`config.mk`:
```
export PLATFORM = sky130hd
export DESIGN_NAME = serial_adder
export DESIGN_NICKNAME = d
export VERILOG_FILES = /design/src/rtl/serial_adder_pkg.sv /design/src/rtl/full_adder.sv /design/src/rtl/serial_adder.sv
export SDC_FILE = /design/constraint.sdc
export NUM_CORES = 1
export LEC_CHECK = 0
export CAP_MARGIN = 15
export CORE_MARGIN = 5
export CORE_UTILIZATION = 50
export CTS_CLUSTER_DIAMETER = 50
export CTS_CLUSTER_SIZE = 10
export DETAILED_ROUTE_END_ITERATION = 6
export PLACE_DENSITY = 0.75
export SETUP_SLACK_MARGIN = 0.4
export SLEW_MARGIN = 20
export SYNTH_ARGS = -nofsm -noshare
export SYNTH_HDL_FRONTEND = slang
export SYNTH_SLANG_ARGS = --single-unit
```
`constraint.sdc`:
```
create_clock -name sys_clk -period 2 [get_ports sys_clk]
set_clock_uncertainty 0.05 [all_clocks]
set_input_delay 0.5 -clock sys_clk [delete_from_list [all_inputs] [get_ports sys_clk]]
set_output_delay 0.5 -clock sys_clk [all_outputs]
set_load 0.1 [all_outputs]
```
`src/rtl/serial_adder_pkg.sv`:
```
// Shared types and helpers for the bit-serial adder.
// FSM state encoding and the bit-counter width function.
package serial_adder_pkg;

   typedef enum logic [1:0] {
      IDLE = 2'd0,
      ADD  = 2'd1,
      FIN  = 2'd2
   } state_t;

   // Smallest r with 2**r >= n; sizes the bit counter as clog2(WIDTH+1).
   function automatic int clog2(input int n);
      int r;
      r = 0;
      for (int i = 0; i < 32; i++)
         if ((1 << i) < n) r = i + 1;
      return r;
   endfunction

endpackage

```
`src/rtl/full_adder.sv`:
```
// Single-bit full-adder cell used by the serial adder datapath.
module full_adder (
   input  logic a,
   input  logic b,
   input  logic ci,
   output logic s,
   output logic co
);

   assign s  = a ^ b ^ ci;
   assign co = (a & b) | (ci & (a ^ b));

endmodule

```
`src/rtl/serial_adder.sv`:
```
// Bit-serial adder: one bit per cycle, LSB first, through a single full adder.
// Optional macro SERIAL_ADDER_OVF_EN adds the signed-overflow output ovf.
module serial_adder
   import serial_adder_pkg::*;
#(
   parameter int WIDTH = 8
) (
   input  logic             sys_clk,
   input  logic             sys_rst_n,
   input  logic             start,
   input  logic [WIDTH-1:0] in_1,
   input  logic [WIDTH-1:0] in_2,
   input  logic             cin,
   output logic             busy,
   output logic             done,
   output logic [WIDTH-1:0] sum,
   output logic             count
`ifdef SERIAL_ADDER_OVF_EN
   ,
   output logic             ovf
`endif
);

   localparam int            CW   = clog2(WIDTH + 1);
   localparam logic [CW-1:0] LAST = CW'(WIDTH - 1);

   state_t           state, state_nxt;
   logic [WIDTH-1:0] a_q, b_q, res_q, res_nxt;
   logic             c_q;
   logic [CW-1:0]    bit_cnt;
   logic             fa_s, fa_co;
   logic             accept, last_bit;

   full_adder u_fa (
      .a  (a_q[0]),
      .b  (b_q[0]),
      .ci (c_q),
      .s  (fa_s),
      .co (fa_co)
   );

   assign accept   = start && (state != ADD);
   assign last_bit = (state == ADD) && (bit_cnt == LAST);
   assign res_nxt  = {fa_s, res_q[WIDTH-1:1]};
   assign busy     = (state == ADD);
   assign done     = (state == FIN);

   always_ff @(posedge sys_clk or negedge sys_rst_n) begin
      if (!sys_rst_n) state <= IDLE;
      else            state <= state_nxt;
   end

   always_comb begin
      state_nxt = state;
      case (state)
         IDLE:    if (start) state_nxt = ADD;
         ADD:     if (bit_cnt == LAST) state_nxt = FIN;
         FIN:     state_nxt = start ? ADD : IDLE;
         default: state_nxt = IDLE;
      endcase
   end

   // Outputs only move on the final ADD cycle, so they hold between completions.
   always_ff @(posedge sys_clk or negedge sys_rst_n) begin
      if (!sys_rst_n) begin
         a_q     <= '0;
         b_q     <= '0;
         c_q     <= 1'b0;
         res_q   <= '0;
         bit_cnt <= '0;
         sum     <= '0;
         count   <= 1'b0;
`ifdef SERIAL_ADDER_OVF_EN
         ovf     <= 1'b0;
`endif
      end else if (accept) begin
         a_q     <= in_1;
         b_q     <= in_2;
         c_q     <= cin;
         res_q   <= '0;
         bit_cnt <= '0;
      end else if (state == ADD) begin
         a_q     <= a_q >> 1;
         b_q     <= b_q >> 1;
         c_q     <= fa_co;
         res_q   <= res_nxt;
         bit_cnt <= bit_cnt + CW'(1);
         if (last_bit) begin
            sum   <= res_nxt;
            count <= fa_co;
`ifdef SERIAL_ADDER_OVF_EN
            // c_q is the carry into the MSB cell, fa_co the carry out of it.
            ovf   <= c_q ^ fa_co;
`endif
         end
      end
   end

endmodule
```
==> impl_metrics.toml, run 1 <==
[final_layout]
most-common-layout-cells = "65 x dfrtp_1, 59 x nand2_1, 41 x mux2i_1"
design.final.nets = 393
layout-drive-gt1-share = 0.2420
area_overhead_of_the_layout_relative_to_synthesis_pct = 34.10
layout_fillers = 459
num_antenna_cells = 0
layout.cells.most_common = "dfrtp_1"

[placement]
port_buffer_cells = 30
finalWeightedCongestion = 0.7598
detailedPlacementHpwl_um = 4571
placement.setup.worst_slack_ns = 0.1099

[sta]
finalHoldViolCount = 0
setup_repair_after_global_routing_missed_its_margin = "true"
slew_viol_final = 0
final.setup.tns_ns = 0
slew-limit-headroom = 0.6353
setup_ws_ns = 0.06355
max_freq_mhz = 516.4
post-route-period-util = 0.9682
count_of_endpoints_failing_setup_in_the_final_report = 0
period_needed_ns = 1.936
worst-slew-pin-transition_ns = 0.5471
timing.hold.ws_ns = 0.09360

[cts]
clock_insertion_delay_worst_skew_ns = 0.35
cts-root-to-sink-buffers = 2
clk_transition_reported_paths_ns = 0.08
cts_hold_repair.buffers = 0
cts_tree = "yes"
cts_root_buf = "clkbuf_8"
numCtsBuffers = 9
cts_max_level = 3
cts_sinks = 67

[logic_synthesis]
ys_seq_area_frac = 0.5307
async_set_or_reset_register_ratio_after_synthesis = 1.000
yosys_most_used_dff = "dfrtp_1"
synthesized_instance_count = 303
syn-mean-instance-area_um2 = 10.43
synth-edff-count = 0
synth.distinct_cells = 34
mappedNetlistNets = 325
ys_ff_latch = 67
synthesis_warning_total = 0
syn_area_um2 = 3159

[die]
coreArea_um2 = 6241
die_area_um2 = 8008
floorplan.io_pins = 31
fp.dieH_um = 89.49
floorplan.rows = 29
die_w_um = 89.49
initial_core_util = 0.5062

[critical_path]
timing.setup.critical_path_class = "flip-flop to flip-flop"
reg2regPathDepth = 6
maximum_fanout_count_along_the_critical_path = 10
cp.arrival_ns = 2.12
critPathRequiredTime_ns = 2.18
cp-end-kind = "flip-flop"
worst_setup_path_start_kind = "flip-flop"

[global_route]
pin_count_of_the_biggest_net_entering_global_routing = 45
grt_pass1_wl_um = 12080
grt-ovfl-total = 0
vias_in_the_first_global_route = 2516
track_usage = 0.2007
antenna_found_initial = 0

[detailed_routing]
viasPerCell = 5.618
finalWirelength_um = 7276
remaining_drc_errors = 0
detailedRoute.firstIterationViolations = 136
final_antenna_net_count = 0
drtPass1Iterations = 4
via_count = 2545
avgRoutedWirePerCell_um = 16.06

[power_and_ir_drop]
power.leakage_nw = 2.076
max-vdd-ir-drop_v = 0.0005830
power-per-cell-area_nw_per_um2 = 615.2

[outcome]
outcome = "completed"

[min_path]
worstHoldPathType = "primary input to async pin"

[flow_run]
maxCapViolCount = 0
-- registers in the layout (all words and copies together) (netlist names) --
register  count
a_q           8
count         1
sum           8
b_q           8
bit_cnt      32
res_q         7
c_q           1
state         2
-- critical path, stage by stage (launching register included) --
cell and delay, ns:
dfrtp_1 0.41, nor4_2 0.32, buf_4 0.16, nand4_1 0.18, nor3_4 0.21, buf_12 0.16, mux2_2 0.33
-- final timing paths --
kind                       slack (ns)        start         end
max in group asynchronous        1.31    sys_rst_n  bit_cnt[3]
min in group sys_clk             0.44       a_q[7]      a_q[6]
setup / recovery                 0.06  bit_cnt[26]      sum[6]
hold reg to reg                  0.44       a_q[7]      a_q[6]
setup reg to reg                 0.06  bit_cnt[26]      sum[6]
hold / removal                   0.09    sys_rst_n    res_q[6]
-- what timing repair did --
item | 4_1_cts | 5_1_grt
pin swaps | 4 | 2
hold endpoints to repair | 0 | 0
setup endpoints to repair | 24 | 40
gates resized for setup | 11 | 7
gates cloned | 1 | 0
buffers inserted | 11 | 7
-- cell type report --
cell class,count,area [um2],share of cell area
Sequential cell,67,1679,0.3963
Multi-Input combinational cell,213,1445,0.3411
Timing Repair Buffer,73,784.5,0.1852
Clock buffer,10,137.6,0.03249
Tap cell,77,96.34,0.02274
Clock inverter,6,65.06,0.01536
Inverter,7,28.78,0.006793
-- power by group --
| group | internal [mW] | switching, mW | total [mW] | leakage (nW) |
|---|---|---|---|---|
| Sequential | 1.35 | 0 | 1.35 | 0.888 |
| Clock | 0.607 | 0.548 | 1.15 | 0.0905 |
| Combinational | 0.0500 | 0.0483 | 0.0984 | 1.10 |
| Total | 2.01 | 0.596 | 2.61 | 2.08 |
-- per-layer routing --
metal  vias up  part of all wire  GRT usage
li1       1221                 -          -
met1      1270              0.44     0.2592
met2        47              0.51     0.3289
met3         7             0.040    0.03779
met4         0             0.013    0.08931
met5         -                 0          0
-- synth_stat cells, types with 6 or more instances --
cell type,number,area [um2]
nand2_1,59,221.5
and3_1,9,56.30
clkbuf_1,10,37.54
dfrtp_1,67,1677
mux2i_1,41,410.4
nand4_1,16,100.1
mux2_2,7,78.83
nor4_1,6,37.54
o21ai_0,23,115.1
nand3_1,20,100.1
-- metrics by stage --
stage	utilization	power, mW	std cells	instance area, um2
floorplan	-	1.407	303	3183
global placement	0.6139	1.479	418	3831
detailed placement	0.6139	1.480	418	3831
CTS	0.6682	2.622	446	4170
global route	0.6788	2.691	453	4237
finish	0.6788	2.606	453	4237
-- cells by family after synthesis --
| kind of cell | share of synthesized area |
|---|---|
| simple gates | 0.2115 |
| flops | 0.5307 |
| mux | 0.1549 |
| compound gates | 0.06297 |
| buf+inv | 0.02970 |
| fa+ha+maj | 0.01030 |
No activity file was read; power rests on OpenSTA's default activity.
==> run 2: changes to the inputs <==
--- a/config.mk
+++ b/config.mk
@@ -5,6 +5,7 @@
 export SDC_FILE = /design/constraint.sdc
 export NUM_CORES = 1
 export LEC_CHECK = 0
+export ABC_AREA = 1
 export CAP_MARGIN = 15
 export CORE_MARGIN = 5
 export CORE_UTILIZATION = 50
==> run 2 against run 1 <==
Net effect:
- the flow now finishes with violations (negative hold slack)
- first-iteration DRC count is 54% higher
- sequential share of layout area is 2.6 points lower
- count of clock-buffer cells in the layout is 1 lower
- clock power is 20% higher
- utilization is 0.40 points lower
- total power is 76% higher
- flip-flop and latch count stayed put
- global-route usage is 0.33 points higher
==> impl_metrics.toml, run 2 <==
[outcome]
outcome = "finished with violations"
violations = "negative hold slack"

[final_layout]
layout.cells.most_common = "nand2_1"
layout_fillers = 536
register_area_um2 = 1680
multi_input_comb_area_um2 = 1642
layout-drive-gt1-share = 0.2164
area_overhead_of_the_layout_relative_to_synthesis_pct = 33.14
largest_register_ff_count = 32
design.final.nets = 531
num_antenna_cells = 0
top_register = "bit_cnt"
most-common-layout-cells = "131 x nand2_1, 64 x dfrtp_1, 47 x inv_1, 47 x nor2_1, 45 x nand3_1"

[critical_path]
worst_path_cell_chain = "buf_4 -> nor2_4 -> buf_12"
cp_slowest_cell = "dfrtp_2"
timing.setup.critical_path_class = "flip-flop to output pin"
cp-endpoint = "done"
maximum_fanout_count_along_the_critical_path = 2
reg2regPathDepth = 10
rrSetupSlack_ns = 0.33
critPathTopFamily = "flip-flops"
worstReg2RegStart = "bit_cnt[1]"
worstSetupPathDepth = 3
cp_slowest_stage_delay_ns = 0.41
worstReg2RegEnd = "sum[0]"
worst_setup_path_start_kind = "flip-flop"
cp-end-kind = "output pin"
cp.arrival_ns = 1.19
critPathRequiredTime_ns = 1.45
buf_inv_on_cp = 2
startpoint = "state[0]"

[sta]
slew_viol_final = 0
post-route-period-util = 0.8689
worst-slew-pin-transition_ns = 0.3504
slew-limit-headroom = 0.7664
max_freq_mhz = 575.5
timing.hold.ws_ns = -0.001648
setup_repair_after_global_routing_missed_its_margin = "true"
final.setup.tns_ns = 0
setup_ws_ns = 0.2622
period_needed_ns = 1.738
count_of_endpoints_failing_setup_in_the_final_report = 0
finalHoldViolCount = 3

[cts]
cts_root_buf = "clkbuf_8"
clock_insertion_delay_worst_skew_ns = 0.35
cts-root-to-sink-buffers = 2
cts_sinks = 67
clk_transition_reported_paths_ns = 0.08
cts_tree = "yes"
numCtsBuffers = 9
cts_max_level = 3
cts_hold_repair.buffers = 0

[power_and_ir_drop]
swShare = 0.3790
combPwrFrac = 0.294
pwr-share-clk = 0.301
netSwitchingPower_mw = 1.737
p_int_mw = 2.847
max-vdd-ir-drop_v = 0.0005759
power.leakage_nw = 2.219
power-per-cell-area_nw_per_um2 = 1011
power_frac_seq = 0.405

[logic_synthesis]
ys_ff_latch = 67
syn-mean-instance-area_um2 = 7.535
syn_area_um2 = 3406
synthesis_warning_total = 0
synth-edff-count = 0
synth_common_cells = "145 x nand2_1, 67 x dfrtp_1, 55 x nand3_1"
synth_top_cells_by_area = "dfrtp_1 49%, nand2_1 16%, nand3_1 8.1%, nor2_1 6.0%, inv_1 5.4%"
mappedNetlistNets = 474
synth_top_area_frac = 0.4923
async_set_or_reset_register_ratio_after_synthesis = 1.000
ys_seq_area_frac = 0.4923
yosys_most_used_dff = "dfrtp_1"
synth_largest_area_cell = "dfrtp_1"
post-synth-top-count-cell = "nand2_1"
synthesized_instance_count = 452
synth.distinct_cells = 27

[die]
initial_core_util = 0.5069
die_w_um = 92.53
floorplan.rows = 30
die_area_um2 = 8562
coreArea_um2 = 6719
fp.dieH_um = 92.53
floorplan.io_pins = 31

[detailed_routing]
viasPerCell = 5.364
final_antenna_net_count = 0
via_count = 3181
avgRoutedWirePerCell_um = 14.32
remaining_drc_errors = 0
drtPass1Iterations = 5
finalWirelength_um = 8491
detailedRoute.firstIterationViolations = 209

[placement]
placement.setup.worst_slack_ns = 0.1348
detailedPlacementHpwl_um = 5654
port_buffer_cells = 30
finalWeightedCongestion = 0.9336

[flow_run]
maxCapViolCount = 0

[global_route]
grt_pass1_wl_um = 13860
vias_in_the_first_global_route = 2924
track_usage = 0.2040
grt-ovfl-total = 0
pin_count_of_the_biggest_net_entering_global_routing = 31
antenna_found_initial = 0

[min_path]
worstHoldPathType = "primary input to async pin"
run 2: cell types whose count changed in the layout (fill, tap and decap cells not counted), sizes merged, moves of 9 or more:
cell,change
inv,+48
nand2,+90
buf,-18
nand3,+35
nor2,+60
and3,-9
mux2i,-41
run 2: how the worst min path moves through the flow:
stage	to	slack, ns	depth (start not counted)
after global routing	bit_cnt[10]	0.04	1
after detailed placement	bit_cnt[9]	0.39	1
after floorplan	a_q[0]	0.15	0
final	bit_cnt[15]	-0.002	1
after CTS	bit_cnt[14]	0.01	1
after global placement	bit_cnt[9]	0.38	1
run 2: cells by family (layout without fill, tap and decap cells):
logic type,Yosys count,in the layout,synth area share
simple gates,283,284,0.3593
flops,67,67,0.4923
buf+inv,65,125,0.07568
compound gates,34,34,0.05988
fa+ha+maj,2,2,0.009551
mux,1,1,0.003306
run 2: metrics by stage:
step | power (mW) | instance area (um2) | utilization | std cells
finish | 4.585 | 4534 | 0.6749 | 593
global route | 4.908 | 4534 | 0.6749 | 593
detailed placement | 3.106 | 4008 | 0.5965 | 564
global placement | 3.060 | 4008 | 0.5965 | 564
floorplan | 2.753 | 3423 | - | 452
CTS | 4.507 | 4320 | 0.6430 | 585
run 2: timing repair:
| action | 4_1_cts | 5_1_grt |
|---|---|---|
| setup endpoints to repair | 17 | 32 |
| cloned | 1 | 1 |
| pin swaps | 3 | 22 |
| resized for setup | 9 | 45 |
| buffers inserted | 5 | 7 |
run 2: area by class of cell:
| class | count | area share |
|---|---|---|
| sequential | 67 | 0.3706 |
| multi-input combinational | 321 | 0.3620 |
| timing repair buffer | 55 | 0.1471 |
| inverter | 55 | 0.04553 |
| clock buffer | 9 | 0.02732 |
| clock inverter | 6 | 0.02539 |
| tap | 80 | 0.02208 |
run 2: power groups by stage:
stage	clock network, mW	registers (mW)	logic, mW
after floorplan	0	1.79	0.963
after global placement	0	1.86	1.20
after detailed placement	0	1.87	1.24
after CTS	1.39	1.85	1.27
after global routing	1.46	1.90	1.55
final	1.38	1.86	1.35
run 2: layer usage:
metal | global-route usage | part of all wire | up-vias | wire (um)
li1 | - | - | 1557 | -
met1 | 0.2840 | 0.45 | 1529 | 3817
met2 | 0.3142 | 0.49 | 86 | 4164
met3 | 0.03737 | 0.045 | 9 | 386
met4 | 0.08292 | 0.014 | 0 | 123
met5 | 0 | 0 | - | 0
==> run 3: changes to the inputs <==
--- a/config.mk
+++ b/config.mk
@@ -8,11 +8,11 @@
 export ABC_AREA = 1
 export CAP_MARGIN = 15
 export CORE_MARGIN = 5
-export CORE_UTILIZATION = 50
+export CORE_UTILIZATION = 40
 export CTS_CLUSTER_DIAMETER = 50
 export CTS_CLUSTER_SIZE = 10
 export DETAILED_ROUTE_END_ITERATION = 6
-export PLACE_DENSITY = 0.75
+export PLACE_DENSITY = 0.62
 export SETUP_SLACK_MARGIN = 0.4
 export SLEW_MARGIN = 20
 export SYNTH_ARGS = -nofsm -noshare
==> run 3 against run 2 <==
Net effect:
- the run now ends clean
- combinational power barely moved
- worst setup slack got worse by 0.00097 ns
- utilization is 12 points lower
- via count shrank 1.1%
- fmax is essentially flat
- design area up 1.5%
- final cell count rose by 4.6%
- non-clock buffer count increased by 1
- count of clock-buffer cells in the layout up 2
- global-route usage decreased by 3.5 points
- sequential share of layout area fell by 0.61 points
==> impl_metrics.toml, run 3 (synthesis gave the netlist of run 2 again) <==
[outcome]
outcome = "completed"

[final_layout]
num_antenna_cells = 0
layoutNonFillerInstCount = 620
layout-drive-gt1-share = 0.2000
largest_register_ff_count = 32
most-common-layout-cells = "138 x nand2_1, 66 x dfrtp_1, 49 x nor2_1"
register_area_um2 = 1678
top_register = "bit_cnt"
design.final.nets = 532
layout.cells.most_common = "nand2_1"
layout_fillers = 757
multi_input_comb_area_um2 = 1639
area_overhead_of_the_layout_relative_to_synthesis_pct = 35.16

[die]
fp.dieH_um = 102.3
initial_core_util = 0.4124
floorplan.rows = 33
floorplan.io_pins = 31
die_area_um2 = 10460
coreArea_um2 = 8258
die_w_um = 102.3

[detailed_routing]
finalWirelength_um = 8643
detailedRoute.firstIterationViolations = 99
final_antenna_net_count = 0
avgRoutedWirePerCell_um = 13.94
via_count = 3145
viasPerCell = 5.073
drtPass1Iterations = 4
remaining_drc_errors = 0

[cts]
cts_max_level = 3
cts_root_buf = "clkbuf_8"
clock_insertion_delay_worst_skew_ns = 0.35
clk_transition_reported_paths_ns = 0.08
cts-root-to-sink-buffers = 2
cts_tree = "yes"
cts_sinks = 67
numCtsBuffers = 9

[power_and_ir_drop]
max-vdd-ir-drop_v = 0.0004554
power-per-cell-area_nw_per_um2 = 944.1
power.leakage_nw = 2.251

[flow_run]
maxCapViolCount = 0

[sta]
slew_viol_final = 0
worst-slew-pin-transition_ns = 0.4643
slew-limit-headroom = 0.6905
max_freq_mhz = 575.1
finalHoldViolCount = 0
post-route-period-util = 0.8694
period_needed_ns = 1.739
final.setup.tns_ns = 0
count_of_endpoints_failing_setup_in_the_final_report = 0
setup_repair_after_global_routing_missed_its_margin = "true"

[placement]
dp_cells = 586
finalWeightedCongestion = 0.8772
detailedPlacementHpwl_um = 5739
port_buffer_cells = 30

[critical_path]
cp.arrival_ns = 1.19
rrSetupSlack_ns = 0.36
startpoint = "state[1]"
worstReg2RegStart = "state[1]"
critPathRequiredTime_ns = 1.45
maximum_fanout_count_along_the_critical_path = 2
cp-end-kind = "output pin"
worst_setup_path_start_kind = "flip-flop"
timing.setup.critical_path_class = "flip-flop to output pin"

[global_route]
grt-ovfl-total = 0
pin_count_of_the_biggest_net_entering_global_routing = 38
antenna_found_initial = 0
track_usage = 0.1687
grt_pass1_wl_um = 13880
vias_in_the_first_global_route = 2895

[min_path]
worstHoldPathType = "primary input to async pin"
## run 3: cell types whose count changed in the layout (fill, tap and decap cells not counted), sizes merged
cell,before,now
clkbuf,9,13
bufinv,3,1
buf,37,36
clkinvlp,1,2
## run 3: layout make-up
cell class                 count  share of cell area
sequential                    67              0.3645
multi-input combinational    321              0.3561
timing repair buffer          56              0.1612
inverter                      55             0.04539
clock buffer                  11             0.03071
tap                          105             0.02854
clock inverter                 5             0.01359
## run 3: critical path, stage by stage (launching register included)
cell and delay (ns):
dfrtp_1 0.42, nor2_4 0.21, buf_12 0.20
## run 3: routing by layer
layer / wire length (um) / vias to the layer above / track usage
met5: 0 / - / 0
met4: 85 / 0 / 0.03330
met3: 351 / 10 / 0.04915
met2: 4050 / 58 / 0.2649
met1: 4155 / 1513 / 0.2339
li1: - / 1564 / -
## run 3: report_power, final
group	switching, mW	total (mW)	internal [mW]
sequential	0.296	1.86	1.56
clock	0.547	1.16	0.614
combinational	0.877	1.33	0.450
total	1.72	4.35	2.63
## run 3: metrics by stage
stage	hold WS [ns]	cell area, um2	util	worst slack, ns	power (mW)
after floorplan	0.1544	3423	-	0.4153	2.753
after global placement	0.4223	4016	0.4864	0.1501	3.076
after detailed placement	0.4258	4016	0.4864	0.1669	3.104
after CTS	0.03779	4310	0.5220	0.2298	4.285
after global routing	0.05540	4603	0.5574	0.2035	4.659
final	0.04566	4603	0.5574	0.2613	4.346
## run 3: worst paths after layout
kind | end | cells past startpoint
setup / recovery | busy | 2
hold / removal | sum[4] | 1
min in group sys_clk | b_q[3] | 2
setup reg to reg | b_q[7] | 7
hold reg to reg | b_q[3] | 2
max in group asynchronous | bit_cnt[25] | 2
## run 3: timing repair
item                       CTS  global route
setup endpoints to repair   18            38
hold buffers                 0             0
cloned                       2             2
gates resized for setup     12            40
buffers inserted             4            10
pin swaps                    5            24
